File: config.mk
export PLATFORM = sky130hd
export DESIGN_NAME = seg7_mux_display
export DESIGN_NICKNAME = d
export VERILOG_FILES = /design/src/rtl/seg7_pkg.sv /design/src/rtl/seg7_hex_encoder.sv /design/src/rtl/seg7_mux_display.sv
export SDC_FILE = /design/constraint.sdc
export NUM_CORES = 1
export LEC_CHECK = 0
export BUFFER_PORTS_ARGS = -buffer_cell sky130_fd_sc_hd__buf_2
export CORE_MARGIN = 1.5
export CORE_UTILIZATION = 40
export DETAILED_ROUTE_END_ITERATION = 7
export GPL_ROUTABILITY_DRIVEN = 0
export HOLD_SLACK_MARGIN = 0.02
export SETUP_SLACK_MARGIN = 0.05
export SYNTH_ARGS = -nofsm -noshare
export SYNTH_HDL_FRONTEND = slang
export SYNTH_SLANG_ARGS = --single-unit
export TNS_END_PERCENT = 5
File: constraint.sdc
create_clock -name CLK -period 5.3 [get_ports CLK]
set_input_delay 0 -clock CLK [delete_from_list [all_inputs] [get_ports CLK]]
set_output_delay 0 -clock CLK [all_outputs]
set_load 0.05 [all_outputs]
File: src/rtl/seg7_pkg.sv
// seg7_pkg: shared constants for the multiplexed 7-segment display controller.
// Holds the register offsets, the control register layout and reset value,
// and the active-low "all off" pin levels.
package seg7_pkg;

    // Register offsets relative to BASE_ADDR
    localparam int unsigned DIGIT_OFS = 0;

    function automatic int unsigned DPM_OFS(input int unsigned num_digits);
        return num_digits / 2;
    endfunction

    function automatic int unsigned CTRL_OFS(input int unsigned num_digits);
        return (num_digits / 2) + 1;
    endfunction

    // Control register bit positions
    localparam int unsigned CTRL_EN_BIT     = 0;
    localparam int unsigned CTRL_LZB_BIT    = 1;
    localparam int unsigned CTRL_BLINK_BIT  = 2;
    localparam int unsigned CTRL_RSVD_BIT   = 3;
    localparam int unsigned CTRL_BRIGHT_LSB = 4;
    localparam int unsigned CTRL_BRIGHT_W   = 4;

    // Control register layout, MSB first
    typedef struct packed {
        logic [CTRL_BRIGHT_W-1:0] bright;
        logic                     rsvd;
        logic                     blink;
        logic                     lzb;
        logic                     en;
    } ctrl_t;

    localparam logic [7:0] CTRL_RESET = 8'hF1;

    // Active-low off levels
    localparam logic [7:0] SEG_OFF = 8'hFF;
    localparam logic       SEL_OFF = 1'b1;

endpackage

File: src/rtl/seg7_hex_encoder.sv
// seg7_hex_encoder: combinational 0-F font, lowercase b and d.
// Ports: nibble (4-bit value in), seg_n_c (active-low segments g..a out, a = bit 0).
module seg7_hex_encoder (
    input  logic [3:0] nibble,
    output logic [6:0] seg_n_c
);

    logic [6:0] seg_c;

    // Active-high font, then inverted for the common-anode pins
    always_comb begin
        seg_c = 7'h00;
        unique case (nibble)
            4'h0: seg_c = 7'h3F;
            4'h1: seg_c = 7'h06;
            4'h2: seg_c = 7'h5B;
            4'h3: seg_c = 7'h4F;
            4'h4: seg_c = 7'h66;
            4'h5: seg_c = 7'h6D;
            4'h6: seg_c = 7'h7D;
            4'h7: seg_c = 7'h07;
            4'h8: seg_c = 7'h7F;
            4'h9: seg_c = 7'h6F;
            4'hA: seg_c = 7'h77;
            4'hB: seg_c = 7'h7C;
            4'hC: seg_c = 7'h39;
            4'hD: seg_c = 7'h5E;
            4'hE: seg_c = 7'h79;
            4'hF: seg_c = 7'h71;
            default: seg_c = 7'h00;
        endcase
        seg_n_c = ~seg_c;
    end

endmodule

File: src/rtl/seg7_mux_display.sv
// seg7_mux_display: bus-mapped multiplexed common-anode 7-segment controller.
// Ports:
//   CLK            system clock, rising edge
//   RESET          asynchronous active-low reset
//   BUS_ADDR/DATA  8-bit write bus, qualified by BUS_WE
//   SEG_SELECT_OUT active-low digit anodes, at most one low
//   SEG7_OUT       active-low segments {dp,g,f,e,d,c,b,a}
module seg7_mux_display
    import seg7_pkg::*;
#(
    parameter logic [7:0]  BASE_ADDR    = 8'hD0,
    parameter int unsigned NUM_DIGITS   = 4,
    parameter int unsigned STROBE_MAX   = 99999,
    parameter int unsigned GUARD_CYCLES = 4,
    parameter int unsigned BLINK_SLOTS  = 512
) (
    input  logic                  CLK,
    input  logic                  RESET,
    input  logic [7:0]            BUS_ADDR,
    input  logic [7:0]            BUS_DATA,
    input  logic                  BUS_WE,
    output logic [NUM_DIGITS-1:0] SEG_SELECT_OUT,
    output logic [7:0]            SEG7_OUT
);

    localparam int unsigned PAIRS   = NUM_DIGITS / 2;
    localparam int unsigned SLOT_W  = $clog2(STROBE_MAX + 1);
    localparam int unsigned IDX_W   = (NUM_DIGITS > 1) ? $clog2(NUM_DIGITS) : 1;
    localparam int unsigned BLINK_W = (BLINK_SLOTS > 1) ? $clog2(BLINK_SLOTS) : 1;
    localparam int unsigned STEP    = (STROBE_MAX + 1) >> 4;
    localparam int unsigned THR_W   = SLOT_W + 5;

    localparam logic [7:0] DIGIT_ADDR = 8'(int'(BASE_ADDR) + DIGIT_OFS);
    localparam logic [7:0] DPM_ADDR   = 8'(int'(BASE_ADDR) + DPM_OFS(NUM_DIGITS));
    localparam logic [7:0] CTRL_ADDR  = 8'(int'(BASE_ADDR) + CTRL_OFS(NUM_DIGITS));

    logic [NUM_DIGITS-1:0][3:0] digit_q, digit_d;
    logic [NUM_DIGITS-1:0]      dp_q, dp_d;
    ctrl_t                      ctrl_q, ctrl_d;

    logic [SLOT_W-1:0]          slot_q, slot_d;
    logic [IDX_W-1:0]           idx_q, idx_d;
    logic [BLINK_W-1:0]         blink_cnt_q, blink_cnt_d;
    logic                       blink_phase_q, blink_phase_d;

    logic [NUM_DIGITS-1:0]      sel_q, sel_d;
    logic [7:0]                 seg_q, seg_d;

    logic [3:0]                 nibble_c;
    logic [6:0]                 font_n_c;
    logic                       lead_zero_c;
    logic                       blanked_c;
    logic [THR_W-1:0]           thr_c;
    logic                       lit_c;
    logic                       unused_rsvd_c;

    // Reserved control bit is stored but drives nothing
    assign unused_rsvd_c = ctrl_q.rsvd;

    // Register writes; unmatched addresses and BUS_WE=0 leave state alone
    always_comb begin
        digit_d = digit_q;
        dp_d    = dp_q;
        ctrl_d  = ctrl_q;
        if (BUS_WE) begin
            for (int unsigned k = 0; k < PAIRS; k++) begin
                if (BUS_ADDR == 8'(int'(DIGIT_ADDR) + k)) begin
                    digit_d[2*k]   = BUS_DATA[3:0];
                    digit_d[2*k+1] = BUS_DATA[7:4];
                end
            end
            if (BUS_ADDR == DPM_ADDR) begin
                dp_d = BUS_DATA[NUM_DIGITS-1:0];
            end
            if (BUS_ADDR == CTRL_ADDR) begin
                ctrl_d = ctrl_t'(BUS_DATA);
            end
        end
    end

    // Slot counter, digit index and blink phase
    always_comb begin
        slot_d        = slot_q + SLOT_W'(1);
        idx_d         = idx_q;
        blink_cnt_d   = blink_cnt_q;
        blink_phase_d = blink_phase_q;
        if (slot_q == SLOT_W'(STROBE_MAX)) begin
            slot_d = '0;
            if (idx_q == IDX_W'(NUM_DIGITS - 1)) begin
                idx_d = '0;
                if (blink_cnt_q == BLINK_W'(BLINK_SLOTS - 1)) begin
                    blink_cnt_d   = '0;
                    blink_phase_d = ~blink_phase_q;
                end else begin
                    blink_cnt_d = blink_cnt_q + BLINK_W'(1);
                end
            end else begin
                idx_d = idx_q + IDX_W'(1);
            end
        end
    end

    assign nibble_c = digit_q[idx_q];

    seg7_hex_encoder u_hex (
        .nibble  (nibble_c),
        .seg_n_c (font_n_c)
    );

    // Leading-zero run from the top digit down to idx; a set DP ends the run
    always_comb begin
        lead_zero_c = 1'b1;
        for (int unsigned j = 0; j < NUM_DIGITS; j++) begin
            if ((j >= 32'(idx_q)) && ((digit_q[j] != 4'h0) || dp_q[j])) begin
                lead_zero_c = 1'b0;
            end
        end
    end

    assign blanked_c = ctrl_q.lzb && (idx_q != '0) && lead_zero_c;
    assign thr_c     = (THR_W'(ctrl_q.bright) + THR_W'(1)) * THR_W'(STEP);

    assign lit_c = ctrl_q.en
                && (slot_q >= SLOT_W'(GUARD_CYCLES))
                && (THR_W'(slot_q) < thr_c)
                && !(ctrl_q.blink && blink_phase_q)
                && !blanked_c;

    // Pin values for the next clock; off unless the current digit is lit
    always_comb begin
        sel_d = {NUM_DIGITS{SEL_OFF}};
        seg_d = SEG_OFF;
        if (lit_c) begin
            sel_d = ~(NUM_DIGITS'(1) << idx_q);
            seg_d = {~dp_q[idx_q], font_n_c};
        end
    end

    always_ff @(posedge CLK or negedge RESET) begin
        if (!RESET) begin
            digit_q       <= '0;
            dp_q          <= '0;
            ctrl_q        <= ctrl_t'(CTRL_RESET);
            slot_q        <= '0;
            idx_q         <= '0;
            blink_cnt_q   <= '0;
            blink_phase_q <= 1'b0;
            sel_q         <= {NUM_DIGITS{SEL_OFF}};
            seg_q         <= SEG_OFF;
        end else begin
            digit_q       <= digit_d;
            dp_q          <= dp_d;
            ctrl_q        <= ctrl_d;
            slot_q        <= slot_d;
            idx_q         <= idx_d;
            blink_cnt_q   <= blink_cnt_d;
            blink_phase_q <= blink_phase_d;
            sel_q         <= sel_d;
            seg_q         <= seg_d;
        end
    end

    assign SEG_SELECT_OUT = sel_q;
    assign SEG7_OUT       = seg_q;

endmodule

# Yosys cells after proc, flatten, opt, wreduce, memory -nomap -nowiden
# Memories as Yosys holds them, arrays and structs flattened.
# Cells that the tools add are included.
[word_totals]
register_bits = 68
mem_bits_ro = 112
inputBits = 19
memories = 1
[classes]
addsub = 4
multipliers = 1
n_lt_le_gt_ge = 6
n_eq_ne = 7
n_shift = 1
muxes = 13
n_bitwise = 4
reduce_logical = 27
[mem_list]
columns = ["name", "depth", "word_bits", "rd", "rd_ports_with_merged_regs", "write_ports", "line_no", "rtl"]
rows = [
  ["(name not given)", 16, 7, 1, 0, 0, "seg7_hex_encoder.sv:13", "unique case (nibble)"],
]
[ops]
columns = ["operator", "count"]
rows = [
  ["$eq A8 B8 Y1 const B", 4],
  ["$lt A17 B18 Y1", 1],
  ["$add A17 B1 Y17 const B", 1],
  ["$eq A17 B17 Y1 const B", 1],
  ["$ge A17 B3 Y1 const B", 1],
  ["$mul A5 B12 Y17 const B", 1],
  ["$mux W17", 1],
  ["$reduce_bool A4 Y1", 4],
  ["$logic_and A1 B1 Y1", 10],
  ["$reduce_and A2 Y1", 5],
  ["$add A9 B1 Y9 const B", 1],
  ["$eq A9 B9 Y1 const B", 1],
  ["$mux W9", 1],
  ["$bmux W4 S2", 1],
  ["$mux W4", 2],
  ["$mux W8", 1],
  ["$not A7 Y7", 1],
  ["$add A4 B1 Y5 const B", 1],
  ["$mux W1", 5],
  ["$ge A1 B2 Y1 const A", 2],
  ["$logic_or A1 B1 Y1", 4],
  ["$not A4 Y4", 1],
  ["$shl A1 B2 Y4 const A", 1],
  ["$lt A2 B3 Y1 const B", 1],
  ["9 further kinds", 11],
]

# Logic depth before layout (Yosys ltp)
# Gate-level depths: netlist of run 1.
[depth]
ltp_word = 11
ltp_mapped = 23
mapped_depth_nobuf = 21

# Cells and area by module
# From an unflattened synthesis of run 1, not the netlist that was laid out.
[hier_totals]
cells_unflattened = 436
hier_area_um2 = 4591.9
[modules_own_cells]
columns = ["mod", "instances", "cells_each", "area_per_inst_um2", "seq_area_each_um2"]
rows = [
  ["seg7_mux_display", 1, 404, 4347.9, 1722.9],
  ["seg7_hex_encoder", 1, 32, 244.0, 0.0],
]

# Worst setup path before layout of run 1
# Ideal clock, no wire load.
[synth_path]
path_kind = "flip-flop to flip-flop"
startpoint = "reg ctrl_q[4] in the netlist's numbering"
endpoint = "reg seg_q[2], in the netlist SEG7_OUT[2]"
setup_ps = 94
arrival_ps = 4585
required_ps = 5206
slack_ps = 621
path_stages_with_launch = 21
path_buffers = 1
synth_period_minus_slack_ps = 4679
cell_sequence = "dfstp_2 > ha_1 > xor2_1 > ha_1 > xor2_1 > ha_1 > ha_1 > ha_1 > a21o_1 > a21boi_0 > o211ai_1 > a31oi_1 > o21bai_1 > xnor2_1 > ha_1 > or3_1 > a221oi_1 > a31oi_1 > a31oi_4 > buf_4 > o221ai_1"
[synth_between]
elab_chain_cells = 7
[synth_lines]
columns = ["item", "line_no", "rtl"]
rows = [
  ["from (decl)", "seg7_mux_display.sv:39", "ctrl_t ctrl_q, ctrl_d;"],
  ["from (signal assigned)", "seg7_mux_display.sv:143", "ctrl_q <= ctrl_t'(CTRL_RESET);"],
  ["from (signal assigned)", "seg7_mux_display.sv:153", "ctrl_q <= ctrl_d;"],
  ["$add A4 B1 Y5", "seg7_mux_display.sv:121", "assign thr_c = (THR_W'(ctrl_q.bright) + THR_W'(1)) * THR_W'(STEP);"],
  ["$mul A5 B12 Y17", "seg7_mux_display.sv:121", ""],
  ["$lt A17 B18 Y1", "seg7_mux_display.sv:125", "&& (THR_W'(slot_q) < thr_c)"],
  ["$logic_and A1 B1 Y1", "seg7_mux_display.sv:125", ""],
  ["$logic_and A1 B1 Y1", "seg7_mux_display.sv:126", "&& !(ctrl_q.blink && blink_phase_q)"],
  ["$logic_and A1 B1 Y1", "seg7_mux_display.sv:127", "&& !blanked_c;"],
  ["$mux W8", "seg7_mux_display.sv:133", "if (lit_c) begin"],
  ["named net seg_d[2]", "seg7_mux_display.sv:47", "logic [7:0] seg_q, seg_d;"],
  ["to (signal assigned)", "seg7_mux_display.sv:159", "seg_q <= seg_d;"],
  ["to (decl)", "seg7_mux_display.sv:47", ""],
]
# The timed path passes the listed nets, and every way through them passes these cells.
# A chain may end at the register's enable or synchronous reset.

# Worst setup path after layout of run 1
[layout_path]
startpoint = "reg ctrl_q[4] in the netlist's numbering"
endpoint = "reg seg_q[3], in the netlist SEG7_OUT[3]"
# Same word-level chain as after synthesis.

==> results.sh, run 1 <==
export IMPL_drc=0
export IMPL_synthDistinctLibCells=60
export IMPL_yosysTopAreaCellShare=0.284
export IMPL_io_buffers=30
export IMPL_final_area_mm2=0.00505
export IMPL_fin_crit_sh=0.934
export IMPL_dp_hpwl_um=6870
export IMPL_p_int_uw=774
export IMPL_whs_path_depth=3
export IMPL_netlist_top_cells_area="dfrtp_1 28%, ha_1 16%, dfstp_2 9.9%"
export IMPL_initial_core_util=0.413
export IMPL_ys_seq_elements=68
export IMPL_n_fill_cell=1036
export IMPL_p_per_area_mw_per_mm2=211
export IMPL_placed_area_mm2=0.00477
export IMPL_critPathSlowestCell="dfstp_2"
export IMPL_reg2reg_depth=20
export IMPL_cts_clk_slew_worst_paths_ns=0.07
export IMPL_cpMostUsedCell="ha_1"
export IMPL_min_period_ns=4.95
export IMPL_max_freq_mhz=202
export IMPL_cp_arrival_ns=5.24
export IMPL_slew_headroom=0.426
export IMPL_vias=3206
export IMPL_yosys_warnings=0
export IMPL_required_ns=5.59
export IMPL_grt_usage=0.162
export IMPL_async_flop_share=1.00
export IMPL_maxCapViolations=0
export IMPL_skew_ns=0.0100
export IMPL_die_h_um=109
export IMPL_p_clk_frac=0.338
export IMPL_hold_class="in2reg"
export IMPL_synthToLayoutAreaGrowth_pct=12.5
export IMPL_nets=544
export IMPL_finalHoldViolCount=0
export IMPL_antenna_found_initial=0
export IMPL_crit_fanout=7
export IMPL_cts_tree="built"
export IMPL_routedWlPerCell_um=14.6
export IMPL_grt_pass1_wl_um=14800
export IMPL_synth_main_ff_cell="dfrtp_1"
export IMPL_clock_sinks=68
export IMPL_rsz0062_at_grt="false"
export IMPL_syn_inst=420
export IMPL_outcome="finished clean"
export IMPL_swShare=0.275
export IMPL_setup_violations=0
export IMPL_die_area_mm2=0.0119
export IMPL_root_buffer="clkbuf_8"
export IMPL_timing_worst_setup_path_type="reg2reg"
export IMPL_rr_startpoint="ctrl_q[4]"
export IMPL_antenna_cells=0
export IMPL_syn_area_mm2=0.00449
export IMPL_p_comb_frac=0.153
export IMPL_holdPathEnd="digit_q[2]"
export IMPL_rrSetupSlack_ns=0.35
export IMPL_critPathLaunchType="flip-flop"
export IMPL_ys_seq_area_frac=0.384
export IMPL_drt_iter0_markers=195
export IMPL_syn_avg_cell_area_um2=10.7
export IMPL_max_stage_delay_ns=0.61
export IMPL_clk_path_buf_depth=2
export IMPL_min_from="BUS_ADDR[1]"
export IMPL_peakVddDrop_uv=163
export IMPL_synth_top_cells_by_count="59 x ha_1, 51 x dfrtp_1, 38 x nand2_1"
export IMPL_cts_buffers=9
export IMPL_cts_max_level=3
export IMPL_placementRows=38
export IMPL_drive_gt1_frac=0.217
export IMPL_core_area_mm2=0.0109
export IMPL_dr_pass1_iters=4
export IMPL_synth_most_common_cell="ha_1"
export IMPL_switchingPower_uw=293
export IMPL_grt_remaining_overflow=0
export IMPL_rr_endpoint="SEG7_OUT[3]"
export IMPL_pin_count=31
export IMPL_grt_max_degree=69
export IMPL_postRouteAntennaNets=0
export IMPL_totalWireLength_um=8910
export IMPL_synth_edff_count=0
export IMPL_finalSetupTns_ns=0
export IMPL_clk_latency_ns=0.36
export IMPL_die_w_um=109
export IMPL_grt_pass1_vias=3093
export IMPL_synth_area_leader_cell="dfrtp_1"
export IMPL_synthesis_nets=499
export IMPL_p_leak_nw=2.35
export IMPL_pwr_share_seq=0.510
export IMPL_drt_vias_per_instance=5.26
export IMPL_worstMarginPinSlew_ns=0.861
export IMPL_worstPathCellList="ha_1 > xor2_2 > ha_1 > xor2_1 > ha_1 > ha_1 > ha_1 > a21o_1 > a21boi_1 > o211ai_1 > a31oi_1 > o21bai_1 > xnor2_1 > ha_1 > or3_1 > a221oi_1 > a31oi_1 > a31oi_4 > buf_4 > nand2b_4"
export IMPL_end_kind="flip-flop"
export IMPL_drv_slew=0
==> worst max path at each step <==
stage / from / end / slack [ns] / depth (start not counted)
6_report: ctrl_q[4] / SEG7_OUT[3] / 0.35 / 20
5_1_grt: ctrl_q[4] / SEG7_OUT[4] / 0.08 / 19
4_1_cts: ctrl_q[4] / SEG7_OUT[2] / 0.13 / 19
3_5_place_dp: ctrl_q[4] / SEG7_OUT[2] / 0.16 / 19
3_3_place_gp: ctrl_q[4] / SEG7_OUT[2] / 0.25 / 19
2_1_floorplan: ctrl_q[4] / SEG7_OUT[2] / 0.62 / 20
==> logic make-up (layout without fill, tap and decap cells) <==
logic type               after synthesis  after routing  synth area share
buffers and inverters                 28             78            0.0281
AO/OA/AOI/OAI                         61             61            0.0900
other                                  1              1          0.000835
AND/OR/NAND/NOR                      133            133             0.156
XOR/XNOR                              32             32            0.0624
adder cells (fa/ha/maj)               60             60             0.169
flip-flops                            68             68             0.384
multiplexers                          37             37             0.110
==> critical path: cells and delay by family, from the launching register on <==
family | cells | cell delay [ns]
AO/OA/AOI/OAI | 8 | 1.63
buffers and inverters | 1 | 0.18
XOR/XNOR | 3 | 0.54
adder cells (fa/ha/maj) | 6 | 1.55
AND/OR/NAND/NOR | 2 | 0.38
flip-flops | 1 | 0.61
==> routing by layer <==
layer  GRT usage  vias up  wire (um)
met4      0.0395        0        128
li1            -     1612          -
met3      0.0472       11        353
met5           0        -          0
met1       0.224     1526       4470
met2       0.250       57       3960
==> cells in the final DEF (no fill, tap or decap), types with 10 or more instances in the layout <==
cell	count
ha_1	59
nand2_1	38
o21ai_0	10
xnor2_1	15
o21ai_1	13
nor2_1	25
buf_2	30
dfstp_2	17
nand3_1	12
mux2_2	29
dfrtp_1	51
xor2_1	16
nand4_1	10
inv_1	20
==> stage by stage <==
stage | power, mW | cells | setup slack (ns) | utilization | hold slack (ns)
4_1_cts | 1.08 | 608 | 0.133 | 0.461 | 0.100
3_5_place_dp | 0.710 | 583 | 0.158 | 0.438 | 0.250
2_1_floorplan | 0.660 | 420 | 0.621 | - | -0.296
3_3_place_gp | 0.706 | 583 | 0.254 | 0.438 | 0.237
5_1_grt | 1.12 | 610 | 0.0798 | 0.464 | 0.113
6_report | 1.07 | 610 | 0.349 | 0.464 | 0.114
==> sequential cells by signal, summed over array words and instances, names as in the netlist <==
signal	flops
blink_cnt_q	9
blink_phase_q	1
slot_q	17
SEG_SELECT_OUT	4
dp_q	4
ctrl_q	7
SEG7_OUT	8
idx_q	2
digit_q	16
==> power by group through the flow <==
stage          sequential (mW)  clock, mW  combinational (mW)
2_1_floorplan            0.560          0               0.100
3_3_place_gp             0.553          0               0.153
3_5_place_dp             0.554          0               0.156
5_1_grt                  0.546      0.390               0.183
6_report                 0.544      0.360               0.163
4_1_cts                  0.544      0.371               0.162
==> layout make-up <==
cell class	count	area (um^2)	area share
Inverter	20	75.1	0.0149
Clock buffer	13	139	0.0275
Multi-Input combinational cell	324	2650	0.525
Timing Repair Buffer	42	275	0.0545
Clock inverter	3	15.0	0.00297
Tap cell	140	175	0.0347
Sequential cell	68	1720	0.341
==> timing repair <==
| item | in CTS | in global routing |
|---|---|---|
| hold buffers | 9 | 0 |
| setup endpoints to repair | 0 | 12 |
| hold endpoints to repair | 78 | 0 |
| gates resized for setup | 0 | 2 |
| setup buffers | 0 | 2 |
No activity file was read; power rests on OpenSTA's default activity.
==> run 2, diff against run 1 <==
--- a/config.mk
+++ b/config.mk
@@ -8,5 +8,5 @@
 export BUFFER_PORTS_ARGS = -buffer_cell sky130_fd_sc_hd__buf_2
 export CORE_MARGIN = 1.5
-export CORE_UTILIZATION = 40
+export CORE_UTILIZATION = 47
 export DETAILED_ROUTE_END_ITERATION = 7
 export GPL_ROUTABILITY_DRIVEN = 0
==> constraint.sdc (replaced) <==
create_clock -name CLK -period 5.3 [get_ports CLK]
set_input_delay 0.795 -clock CLK [delete_from_list [all_inputs] [get_ports CLK]]
set_output_delay 0.795 -clock CLK [all_outputs]
set_load 0.05 [all_outputs]
==> run 2 against run 1 <==
  * Combinational power hardly changed
  * Die area shrank 15%
  * Via count up 0.56%
  * Register-to-register slack got worse by 0.02 ns
  * Final area down 1.2%
  * Clock power up 15%
  * Setup slack lost 0.019 ns
  * Cell count is 3.1% lower
  * Total power up 4.8%
  * Largest power group unchanged
==> results.sh, run 2 (synthesis results as in run 1) <==
export IMPL_grt_pass1_vias=3267
export IMPL_largest_reg_flops=17
export IMPL_p_clk_frac=0.370
export IMPL_synthToLayoutAreaGrowth_pct=11.2
export IMPL_drt_iter0_markers=108
export IMPL_reg2reg_depth=21
export IMPL_p_leak_nw=2.34
export IMPL_drt_vias_per_instance=5.46
export IMPL_min_from="blink_cnt_q[7]"
export IMPL_p_per_area_mw_per_mm2=224
export IMPL_cts_max_level=3
export IMPL_whs_path_depth=1
export IMPL_crit_fanout=7
export IMPL_routedWlPerCell_um=15.5
export IMPL_fin_cells=591
export IMPL_cts_hold_fix_buffers=0
export IMPL_min_period_ns=4.97
export IMPL_seq_area_mm2=0.00172
export IMPL_hold_class="reg2reg"
export IMPL_die_w_um=101
export IMPL_finalHoldViolCount=0
export IMPL_outcome="finished clean"
export IMPL_max_freq_mhz=201
export IMPL_switchingPower_uw=291
export IMPL_cts_buffers=9
export IMPL_crit_buf_inv=2
export IMPL_peakVddDrop_uv=163
export IMPL_rsz0062_at_grt="false"
export IMPL_finalSetupTns_ns=0
export IMPL_skew_ns=0.00730
export IMPL_pin_count=31
export IMPL_rr_endpoint="SEG7_OUT[3]"
export IMPL_totalWireLength_um=9140
export IMPL_reg_top3="slot_q: 17 flops, digit_q: 16 flops, blink_cnt_q: 9 flops"
export IMPL_cts_clk_slew_worst_paths_ns=0.07
export IMPL_rr_startpoint="ctrl_q[4]"
export IMPL_end_kind="flip-flop"
export IMPL_drc=0
export IMPL_clk_path_buf_depth=2
export IMPL_post_route_util=0.540
export IMPL_antenna_found_initial=0
export IMPL_largest_register="slot_q"
export IMPL_worstPathCellList="ha_1 > xor2_2 > ha_1 > xor2_1 > ha_1 > ha_1 > ha_1 > a21o_1 > a21boi_1 > o211ai_1 > a31oi_2 > o21bai_1 > xnor2_1 > ha_1 > or3_1 > a221oi_1 > a31oi_1 > a31oi_4 > buf_4 > buf_4 > nand2b_4"
export IMPL_critPathSlowestCell="dfstp_2"
export IMPL_dp_hpwl_um=6960
export IMPL_vias=3224
export IMPL_drive_gt1_frac=0.234
export IMPL_holdPathEnd="blink_cnt_q[7]"
export IMPL_dr_pass1_iters=4
export IMPL_final_cell_mix="59 x ha_1, 51 x dfrtp_1, 38 x nand2_1"
export IMPL_maxCapViolations=0
export IMPL_pwr_share_seq=0.486
export IMPL_core_area_mm2=0.00924
export IMPL_timing_worst_setup_path_type="reg2reg"
export IMPL_setup_violations=0
export IMPL_critical_path_top_delay_family="compound AO/OA/AOI/OAI gates"
export IMPL_postRouteAntennaNets=0
export IMPL_slew_headroom=0.426
export IMPL_io_buffers=30
export IMPL_worstMarginPinSlew_ns=0.862
export IMPL_antenna_cells=0
export IMPL_dp_cells=572
export IMPL_clock_sinks=68
export IMPL_placementRows=35
export IMPL_nets=537
export IMPL_grt_usage=0.200
export IMPL_n_fill_cell=834
export IMPL_p_int_uw=827
export IMPL_swShare=0.261
export IMPL_grt_pass1_wl_um=15800
export IMPL_die_area_mm2=0.0102
export IMPL_cp_arrival_ns=5.24
export IMPL_cts_tree="built"
export IMPL_multi_input_area_mm2=0.00266
export IMPL_clk_latency_ns=0.34
export IMPL_initial_core_util=0.486
export IMPL_rrSetupSlack_ns=0.33
export IMPL_fin_crit_sh=0.938
export IMPL_p_comb_frac=0.143
export IMPL_critPathLaunchType="flip-flop"
export IMPL_grt_remaining_overflow=0
export IMPL_max_stage_delay_ns=0.61
export IMPL_required_ns=5.57
export IMPL_root_buffer="clkbuf_8"
export IMPL_drv_slew=0
export IMPL_cpMostUsedCell="ha_1"
export IMPL_final_common_cell="ha_1"
export IMPL_grt_max_degree=69
export IMPL_die_h_um=101
run 2: metal layers:
layer | track usage | part of all wire | vias to the layer above
met5 | 0 | 0 | -
met4 | 0.0412 | 0.0090 | 0
met3 | 0.0472 | 0.031 | 11
met2 | 0.337 | 0.48 | 50
met1 | 0.264 | 0.48 | 1568
li1 | - | - | 1595
run 2: final cells by class:
cell class / instances / area share
multi-input cells: 324 / 0.532
flip-flops and latches: 68 / 0.345
repair buffers: 35 / 0.0376
well taps: 129 / 0.0323
clock buffers: 10 / 0.0276
inverters: 20 / 0.0150
clock inverters: 5 / 0.0105
run 2: stage by stage:
| stage | setup slack (ns) | hold slack, ns | cell area (um^2) | total power, mW |
|---|---|---|---|---|
| 2_1_floorplan | 0.621 | 0.446 | 4490 | 0.660 |
| 4_1_cts | 0.161 | 0.496 | 4980 | 1.14 |
| 3_3_place_gp | 0.258 | 0.481 | 4760 | 0.706 |
| 5_1_grt | 0.0571 | 0.519 | 4990 | 1.18 |
| 6_report | 0.330 | 0.494 | 4990 | 1.12 |
| 3_5_place_dp | 0.0986 | 0.479 | 4760 | 0.710 |
run 2: repair_timing:
item                       CTS  global route
hold endpoints to repair     0             0
pin swaps                    1             0
gates resized for setup      0             3
buffers inserted             4             0
setup endpoints to repair    1            12
run 2: power groups by stage:
stage	registers, mW	clock network, mW	logic (mW)
2_1_floorplan	0.560	0	0.100
3_3_place_gp	0.553	0	0.153
3_5_place_dp	0.554	0	0.157
4_1_cts	0.544	0.431	0.160
5_1_grt	0.546	0.454	0.181
6_report	0.544	0.414	0.160
run 2: worst max path at each step:
stage	cells past startpoint	end	startpoint
2_1_floorplan	20	SEG7_OUT[2]	ctrl_q[4]
3_3_place_gp	19	SEG7_OUT[2]	ctrl_q[4]
3_5_place_dp	19	SEG7_OUT[2]	ctrl_q[4]
4_1_cts	21	SEG7_OUT[3]	ctrl_q[4]
5_1_grt	21	SEG7_OUT[3]	ctrl_q[4]
6_report	21	SEG7_OUT[3]	ctrl_q[4]
run 2: worst register-to-register path, delay by kind of cell, from the launching register on:
family	cells	cell delay [ns]
AOI/OAI and AO/OA	8	1.58
and+or+nand+nor	2	0.38
DFF	1	0.61
buffers and inverters	2	0.27
adders and majority gates	6	1.55
xor gates and xnor gates	3	0.52
==> run 3, diff against run 2 <==
Settings changed: ABC_AREA set to 1.
==> run 3 against run 2 <==
  * Sequential share of layout area shrank 1.4 points
  * Total power shrank 1.9%
  * Final area grew 4.1%
  * Non-clock buffer count shrank 4
  * Combinational power is essentially flat
  * Synthesized cell count grew 38%
  * Register-to-register slack gained 0.37 ns
  * Area after synthesis grew 5.8%
  * Global-route usage grew 0.55 points
  * Clock skew grew 0.0022 ns
  * Count of clock-buffer cells in the layout is the same
  * Fmax grew 8.1%
  * Highest routed layer unchanged
  * Largest cell class unchanged
==> results.sh, run 3 <==
export IMPL_syn_avg_cell_area_um2=8.22
export IMPL_n_fill_cell=920
export IMPL_async_flop_share=1.00
export IMPL_p_leak_nw=2.66
export IMPL_grt_remaining_overflow=0
export IMPL_grt_pass1_wl_um=17900
export IMPL_setup_slack_ns=0.702
export IMPL_synth_area_leader_cell="dfrtp_1"
export IMPL_cpMostUsedCell="ha_1"
export IMPL_synth_main_ff_cell="dfrtp_1"
export IMPL_wl_met2_um=4700
export IMPL_nets=689
export IMPL_critical_path_top_delay_family="adder cells"
export IMPL_clk_path_buf_depth=2
export IMPL_cts_max_level=3
export IMPL_synthAdderAreaFrac=0.160
export IMPL_synth_top_cells_by_count="108 x nand2_1, 78 x inv_1, 59 x ha_1"
export IMPL_syn_area_mm2=0.00475
export IMPL_finalHoldViolCount=0
export IMPL_crit_buf_inv=2
export IMPL_pin_count=31
export IMPL_syn_inst=578
export IMPL_cts_hold_fix_buffers=0
export IMPL_drive_gt1_frac=0.150
export IMPL_final_cell_mix="108 x nand2_1, 78 x inv_1, 59 x ha_1"
export IMPL_critPathLaunchType="flip-flop"
export IMPL_post_cts_setup_buffers=0
export IMPL_cts_buffers=9
export IMPL_synth_top_family_by_area="simple AND/OR/NAND/NOR gates"
export IMPL_core_area_mm2=0.00977
export IMPL_skew_ns=0.00947
export IMPL_holdWs_ns=0.425
export IMPL_initial_core_util=0.486
export IMPL_dp_hpwl_um=7900
export IMPL_io_buffers=30
export IMPL_max_freq_mhz=217
export IMPL_clock_sinks=68
export IMPL_peakVddDrop_uv=154
export IMPL_die_area_mm2=0.0107
export IMPL_cts_clk_slew_worst_paths_ns=0.08
export IMPL_die_h_um=104
export IMPL_max_stage_delay_ns=0.62
export IMPL_clk_latency_ns=0.35
export IMPL_grt_pass1_vias=3857
export IMPL_post_route_util=0.532
export IMPL_largest_register="slot_q"
export IMPL_drt_iter0_markers=144
export IMPL_outcome="finished clean"
export IMPL_end_kind="flip-flop"
export IMPL_required_ns=5.54
export IMPL_synthToLayoutAreaGrowth_pct=9.40
export IMPL_post_cts_resized=0
export IMPL_synth_area_mux_share=0.00211
export IMPL_synth_compound_area_frac=0.119
export IMPL_drt_vias_per_instance=5.20
export IMPL_postRouteAntennaNets=0
export IMPL_ys_seq_area_frac=0.363
export IMPL_setup_violations=0
export IMPL_placementRows=36
export IMPL_min_period_ns=4.60
export IMPL_synth_most_common_cell="nand2_1"
export IMPL_synthesis_nets=657
export IMPL_rsz0062_at_grt="false"
export IMPL_cts_tree="built"
export IMPL_dr_pass1_iters=4
export IMPL_grt_max_degree=47
export IMPL_synth_edff_count=0
export IMPL_maxCapViolations=0
export IMPL_dp_cells=732
export IMPL_wl_met3_um=305
export IMPL_grt_usage=0.206
export IMPL_yosysTopAreaCellShare=0.269
export IMPL_ys_seq_elements=68
export IMPL_cp_arrival_ns=4.84
export IMPL_vias=3887
export IMPL_worstPathCellList="ha_1 > xor2_1 > ha_1 > xor2_1 > ha_1 > ha_1 > ha_1 > inv_1 > nor3_1 > a21oi_1 > o21ai_0 > xnor2_1 > ha_1 > inv_1 > nor3_1 > nor3_1 > nand2_1 > nand2_1 > nand2_1 > nand2_1 > nand2_1 > nand2_2 > nand3_1"
export IMPL_yosys_warnings=0
export IMPL_finalSetupTns_ns=0
export IMPL_crit_fanout=12
export IMPL_die_w_um=104
export IMPL_hold_class="in2async"
export IMPL_antenna_found_initial=0
export IMPL_timing_worst_setup_path_type="reg2reg"
export IMPL_drv_slew=0
export IMPL_fin_cells=748
export IMPL_slew_headroom=0.266
export IMPL_drc=0
export IMPL_routedWlPerCell_um=13.8
export IMPL_reg_top3="slot_q: 17 flops, digit_q: 16 flops, blink_cnt_q: 9 flops"
export IMPL_worstMarginPinSlew_ns=1.10
export IMPL_critPathSlowestCell="dfstp_2"
export IMPL_totalWireLength_um=10300
export IMPL_synthDistinctLibCells=48
export IMPL_wl_met1_um=5100
export IMPL_antenna_cells=0
export IMPL_synth_xor_xnor_area_share=0.0461
export IMPL_root_buffer="clkbuf_8"
export IMPL_yosys_area_share_simple=0.236
export IMPL_fin_crit_sh=0.868
export IMPL_largest_reg_flops=17
export IMPL_p_per_area_mw_per_mm2=211
export IMPL_netlist_top_cells_area="dfrtp_1 27%, ha_1 16%, dfstp_2 9.4%"
export IMPL_final_common_cell="nand2_1"
export IMPL_top_layer="met4"
export IMPL_place_ws_ns=0.757
run 3: logic make-up after synthesis:
logic type | after synthesis
muxes | 1
xor gates and xnor gates | 25
AOI/OAI and AO/OA | 102
other | 1
and+or+nand+nor | 232
adders and majority gates | 60
buffers and inverters | 89
DFF | 68
run 3: through the flow:
| stage | power (mW) | instance area [um^2] |
|---|---|---|
| floorplan | 0.664 | 4750 |
| global placement | 0.713 | 5020 |
| detailed placement | 0.716 | 5020 |
| CTS | 1.11 | 5200 |
| global route | 1.16 | 5200 |
| finish | 1.10 | 5200 |
run 3: final timing paths:
path	startpoint	to	slack, ns	cells past startpoint
setup / recovery	ctrl_q[4]	SEG7_OUT[6]	0.70	23
hold / removal	RESET	blink_cnt_q[8]	0.42	1
setup reg to reg	ctrl_q[4]	SEG7_OUT[6]	0.70	23
hold reg to reg	blink_phase_q	blink_phase_q	0.47	1
max in group asynchronous	RESET	SEG7_OUT[5]	3.91	2
min in group CLK	blink_phase_q	blink_phase_q	0.47	1
run 3: power breakdown:
group,internal (mW),switching [mW],leakage (nW)
registers,0.535,0.00959,0.872
logic,0.0589,0.104,1.70
clock network,0.181,0.208,0.0885
total,0.775,0.322,2.66
run 3: routing by layer:
metal | vias up | GRT usage
met5 | - | 0
met4 | 0 | 0.0744
met3 | 19 | 0.0346
met2 | 59 | 0.335
met1 | 1829 | 0.277
li1 | 1980 | -
run 3: worst reg2reg max path, delay by kind of cell, from the launching register on:
kind                       cells  cell delay (ns)
xor gates and xnor gates       3             0.68
and+or+nand+nor               10             1.01
AOI/OAI and AO/OA              2             0.42
adders and majority gates      6             1.61
DFF                            1             0.62
buffers and inverters          2             0.16
run 3: final cells by class:
cell class / count / area [um^2] / share of cell area
sequential: 68 / 1720 / 0.331
multi-input combinational: 421 / 2680 / 0.515
timing repair buffer: 31 / 158 / 0.0303
clock buffer: 10 / 138 / 0.0265
clock inverter: 6 / 38.8 / 0.00746
inverter: 79 / 298 / 0.0573
tap: 133 / 166 / 0.0320
